===== src/rtl/dest_history_match_if.sv =====
// Bundle of the write, control, query and result signals of dest_history_match.
// The master drives writes and queries. The slave returns registered hit results.
interface dest_history_match_if #(
  parameter int ADDR_W  = 5,
  parameter int DEPTH   = 3,
  parameter int NUM_SRC = 2
);
  localparam int AGE_W = (DEPTH > 1) ? $clog2(DEPTH) : 1;

  // wr_valid qualifies wr_addr for one cycle; there is no ready, a write is
  // consumed on every non-stalled, non-flushed edge and dropped otherwise.
  logic                        wr_valid;
  logic [ADDR_W-1:0]           wr_addr;
  logic                        stall;
  logic                        flush;
  logic [NUM_SRC*ADDR_W-1:0]   src_addr;
  logic [NUM_SRC-1:0]          hit;
  logic [NUM_SRC*AGE_W-1:0]    hit_age;

  modport master (
    output wr_valid, wr_addr, stall, flush, src_addr,
    input  hit, hit_age
  );

  modport slave (
    input  wr_valid, wr_addr, stall, flush, src_addr,
    output hit, hit_age
  );
endinterface


===== src/rtl/dest_history_match.sv =====
// Shift-register history of recent destination writes with per-channel
// source-address match lookup. It returns a registered hit flag and the age of
// the youngest matching entry.
module dest_history_match #(
  parameter int ADDR_W    = 5,
  parameter int DEPTH     = 3,
  parameter int NUM_SRC   = 2,
  parameter int ZERO_EXCL = 1,
  parameter int ZERO_REG  = 31,
  localparam int AGE_W    = (DEPTH > 1) ? $clog2(DEPTH) : 1
) (
  input  logic                 clk,
  input  logic                 rst_n,
  dest_history_match_if.slave  bus
);

  localparam logic [ADDR_W-1:0] ZERO_ADDR = ADDR_W'(ZERO_REG);

  // Entry 0 is the youngest write and entry DEPTH-1 is the oldest.
  logic [DEPTH-1:0]        valid_q, valid_d;
  logic [ADDR_W-1:0]       addr_q [DEPTH];
  logic [ADDR_W-1:0]       addr_d [DEPTH];
  logic [NUM_SRC-1:0]      hit_q, hit_d;
  logic [NUM_SRC*AGE_W-1:0] hit_age_q, hit_age_d;

  // Next history: flush clears, stall holds, otherwise shift in the write slot (bubbles included)
  always_comb begin
    valid_d = valid_q;
    addr_d  = addr_q;
    if (bus.flush) begin
      valid_d = '0;
    end else if (!bus.stall) begin
      valid_d[0] = bus.wr_valid;
      addr_d[0]  = bus.wr_addr;
      for (int i = 1; i < DEPTH; i++) begin
        valid_d[i] = valid_q[i-1];
        addr_d[i]  = addr_q[i-1];
      end
    end
  end

  // Per-channel lookup against the pre-edge history; scanning oldest to youngest lets the youngest match win
  always_comb begin
    hit_d     = '0;
    hit_age_d = '0;
    for (int k = 0; k < NUM_SRC; k++) begin
      if (!((ZERO_EXCL != 0) && (bus.src_addr[k*ADDR_W +: ADDR_W] == ZERO_ADDR))) begin
        for (int i = DEPTH - 1; i >= 0; i--) begin
          if (valid_q[i] && (addr_q[i] == bus.src_addr[k*ADDR_W +: ADDR_W])) begin
            hit_d[k]                     = 1'b1;
            hit_age_d[k*AGE_W +: AGE_W]  = AGE_W'(i);
          end
        end
      end
    end
    if (bus.flush) begin
      hit_d     = '0;
      hit_age_d = '0;
    end
  end

  // Valid bits and registered results, cleared asynchronously
  always_ff @(posedge clk or negedge rst_n) begin
    if (!rst_n) begin
      valid_q   <= '0;
      hit_q     <= '0;
      hit_age_q <= '0;
    end else begin
      valid_q   <= valid_d;
      hit_q     <= hit_d;
      hit_age_q <= hit_age_d;
    end
  end

  // Address payload needs no reset because the valid bits gate every use of it
  always_ff @(posedge clk) begin
    addr_q <= addr_d;
  end

  assign bus.hit     = hit_q;
  assign bus.hit_age = hit_age_q;

endmodule

===== src/flat_wrapper.sv =====
// flat-port wrapper written by rule: the top's interface ports become plain ports
module dest_history_match_flat 
#(
  parameter int ADDR_W    = 5,
  parameter int DEPTH     = 3,
  parameter int NUM_SRC   = 2,
  parameter int ZERO_EXCL = 1,
  parameter int ZERO_REG  = 31,
  localparam int AGE_W    = (DEPTH > 1) ? $clog2(DEPTH) : 1
)
  (clk, rst_n, bus_wr_valid, bus_wr_addr, bus_stall, bus_flush, bus_src_addr, bus_hit, bus_hit_age);
  dest_history_match_if #(.ADDR_W(ADDR_W), .DEPTH(DEPTH), .NUM_SRC(NUM_SRC)) bus_i ();
  input  logic clk;
  input  logic rst_n;
  input wire logic [$bits(bus_i.wr_valid)-1:0] bus_wr_valid;
  input wire logic [$bits(bus_i.wr_addr)-1:0] bus_wr_addr;
  input wire logic [$bits(bus_i.stall)-1:0] bus_stall;
  input wire logic [$bits(bus_i.flush)-1:0] bus_flush;
  input wire logic [$bits(bus_i.src_addr)-1:0] bus_src_addr;
  output wire logic [$bits(bus_i.hit)-1:0] bus_hit;
  output wire logic [$bits(bus_i.hit_age)-1:0] bus_hit_age;
  assign bus_i.wr_valid = bus_wr_valid;
  assign bus_i.wr_addr = bus_wr_addr;
  assign bus_i.stall = bus_stall;
  assign bus_i.flush = bus_flush;
  assign bus_i.src_addr = bus_src_addr;
  assign bus_hit = bus_i.hit;
  assign bus_hit_age = bus_i.hit_age;
  dest_history_match #(.ADDR_W(ADDR_W), .DEPTH(DEPTH), .NUM_SRC(NUM_SRC), .ZERO_EXCL(ZERO_EXCL), .ZERO_REG(ZERO_REG)) u_core (.clk(clk), .rst_n(rst_n), .bus(bus_i));
endmodule

===== config.mk =====
export PLATFORM = sky130hd
export DESIGN_NAME = dest_history_match_flat
export DESIGN_NICKNAME = d
export VERILOG_FILES = /design/src/rtl/dest_history_match_if.sv /design/src/rtl/dest_history_match.sv /design/src/flat_wrapper.sv
export SDC_FILE = /design/constraint.sdc
export NUM_CORES = 1
export LEC_CHECK = 0
export ABC_AREA = 1
export CORE_MARGIN = 8
export CORE_UTILIZATION = 35
export CTS_CLUSTER_DIAMETER = 50
export DETAILED_ROUTE_END_ITERATION = 10
export GPL_TIMING_DRIVEN = 1
export PLACE_DENSITY = 0.65
export SLEW_MARGIN = 20
export SYNTH_ARGS = -nofsm -noshare
export SYNTH_HDL_FRONTEND = slang
export SYNTH_SLANG_ARGS = --single-unit
export TNS_END_PERCENT = 50

===== constraint.sdc =====
create_clock -name clk -period 2.1 [get_ports clk]
set_clock_uncertainty 0.05 [all_clocks]
set_input_delay 0.42 -clock clk [delete_from_list [all_inputs] [get_ports clk]]
set_output_delay 0.42 -clock clk [all_outputs]
set_load 0.1 [all_outputs]

==> reports/results.ini <==
[status]
status = completed

[cells_and_area]
nets = 237
diodes = 0
fin_cells = 264
fillers = 408
finish.instance_area_um2 = 1660
area_growth_syn_to_layout_pct = 26.50
drive_above_1_share = 0.07407
multi_input_area_um2 = 528.0
seqCellArea_um2 = 675.6

[critical_path]
critPathLaunchType = input port
crit_family = buffers and inverters
critPathBufInv = 2
cp.required_ns = 2.25
path_cells = clkdlybuf4s50_1 -> inv_1 -> nand2_1 -> nand2_1 -> nor2_1 -> nand3_1 -> nand2_1 -> nand2_1 -> nand2_1
crit_arrival_ns = 1.62
critPathMaxStageDelay_ns = 0.59
cp_common_cell = nand2_1
critical_path_class = in2reg
crit_fanout = 6
end_kind = flip-flop
cp_slowest_cell = clkdlybuf4s50_1

[job]
drv_cap = 0

[clock_tree]
cts_buffers = 3
cts_tree = built
clock-sinks = 24
htreeDepth = 1
cts_setup_buffers = 0
clock_latency_ns = 0.27
root_buffer = clkbuf_8
clk_path_buf_depth = 2
holdBufCountCts = 0
clk_pin_slew_worst_paths_ns = 0.08
cts-resized-gates = 0

[synth]
syn_area_um2 = 1313
syn_nets = 206
ys_warn_count = 0
ys_ff_latch = 24
ys_types = 10
ys_seq_area_frac = 0.5148
postSynthCellCount = 186
synth.avg_cell_area_um2 = 7.057

[placement]
dpl_worst_slack_ns = 0.3526
gp_congestion = 0.8870
place_area_um2 = 1615
dp_cells = 260
port-buffer-count = 25
place_hpwl_mm = 2.531

[sta]
hold_violations = 0
setup_viol = 0
fin_tns_setup_ns = 0
worst_slack_ns = 0.6338
post-route-min-period_ns = 1.466
max_slew.worst_pin.slew_ns = 0.3906
timing.fmax_mhz = 682.1
slew_viol_final = 0
rsz0062_at_grt = no
relSlewSlack = 0.7388
timing.final.crit_share = 0.6982

[floorplan]
core_um2 = 3633
start_util = 0.3612
rows = 22
dieArea_um2 = 5965
fp.dieW_um = 77.24
dieHeight_um = 77.24
pin_count = 26

[drt]
vias = 1188
antenna_left = 0
vias_per_cell = 4.500
routedWlPerCell_um = 11.70
drtPass1Iterations = 5
drt_iter0_markers = 54
routed_wl_mm = 3.088
drc = 0

[grt]
overflow = 0
antenna_found_initial = 0
grt_pass1_wl_mm = 5.133
grt_pass1_vias = 1178
grt_max_degree = 18
grt_use_total = 0.1069

[hold_path]
hold_class = in2async

[power]
leakage_uw = 0.0008521
irDropWorstVdd_mv = 0.4357
powerDensity_nw_per_um2 = 570.3

-- worst reg2reg max path, cell delays in order (launching register included) --
cell	delay, ns
edfxtp_1	0.46
nand2_1	0.10
nand2_1	0.05
nor2_1	0.09
nand3_1	0.13
nand2_1	0.11
nand2_1	0.05
nand2_1	0.06
-- cell families (layout without fill, tap and decap cells) --
| logic type | count (synthesis) | count (layout) | share of synthesized area |
|---|---|---|---|
| AOI/OAI and AO/OA | 11 | 11 | 0.04290 |
| buffers and inverters | 29 | 59 | 0.08293 |
| DFF | 24 | 24 | 0.5148 |
| and+or+nand+nor | 122 | 122 | 0.3594 |
-- per-layer routing --
layer | wire, um | global-route usage | vias to the layer above
met5 | 0 | 0 | -
met4 | 22 | 0.02264 | 0
met3 | 209 | 0.04079 | 2
met2 | 1374 | 0.1761 | 32
met1 | 1481 | 0.1285 | 526
li1 | - | - | 628
-- cell usage in the layout (no fill, tap or decap), drive strengths merged --
master / netlist / routed
nand2: 80 / 80
nand4: 2 / 2
clkinv: 0 / 1
o22ai: 1 / 1
o21ai: 10 / 10
buf: 0 / 7
clkbuf: 0 / 3
edfxtp: 15 / 15
clkdlybuf4s50: 0 / 19
dfrtp: 9 / 9
nor2: 33 / 33
inv: 29 / 29
nand3: 7 / 7
-- through the flow --
stage | total power [uW] | util | hold slack, ns
detailed placement | 683.5 | 0.4446 | 0.4497
finish | 946.8 | 0.4570 | 0.3882
global route | 997.1 | 0.4570 | 0.4133
global placement | 683.2 | 0.4446 | 0.4453
floorplan | 610.1 | - | 0.07441
CTS | 960.8 | 0.4570 | 0.3996
-- final cells by class --
cell class,count,area share
clock buffers,3,0.02487
clock inverters,1,0.002261
inverters,29,0.06556
multi-input cells,133,0.3180
flip-flops and latches,24,0.4069
well taps,48,0.03617
repair buffers,26,0.1462
-- synthesized netlist by cell type (all sizes together) --
| master | count | share of area |
|---|---|---|
| o22ai | 1 | 0.0048 |
| nand3 | 7 | 0.027 |
| nand2 | 80 | 0.23 |
| nor2 | 33 | 0.094 |
| o21ai | 10 | 0.038 |
| inv | 29 | 0.083 |
| nand4 | 2 | 0.0095 |
| dfrtp | 9 | 0.17 |
| edfxtp | 15 | 0.34 |
-- report_power, final --
part | leakage, uW | switching [uW] | internal [uW]
Sequential | 0.000266 | 13.9 | 520
Combinational | 0.000563 | 77.6 | 60.5
Clock | 0.0000231 | 144 | 131
-- sequential cells by signal (all words and copies together), names as in the netlist --
register            cells
u_core.addr_q          15
u_core.bus.hit_age      4
u_core.bus.hit          2
u_core.valid_q          3
-- path summary, 6_finish.rpt --
path / start / cells past startpoint / slack (ns) / endpoint
setup reg to reg: u_core.addr_q[10] / 7 / 0.93 / u_core.bus.hit[0]
hold / removal: rst_n / 1 / 0.39 / u_core.bus.hit_age[1]
setup / recovery: bus_src_addr[2] / 9 / 0.63 / u_core.bus.hit[0]
min in group clk: u_core.addr_q[11] / 0 / 0.47 / u_core.addr_q[6]
max in group asynchronous: rst_n / 1 / 1.34 / u_core.valid_q[2]
hold reg to reg: u_core.addr_q[11] / 0 / 0.47 / u_core.addr_q[6]
No activity file was read; power rests on OpenSTA's default activity.
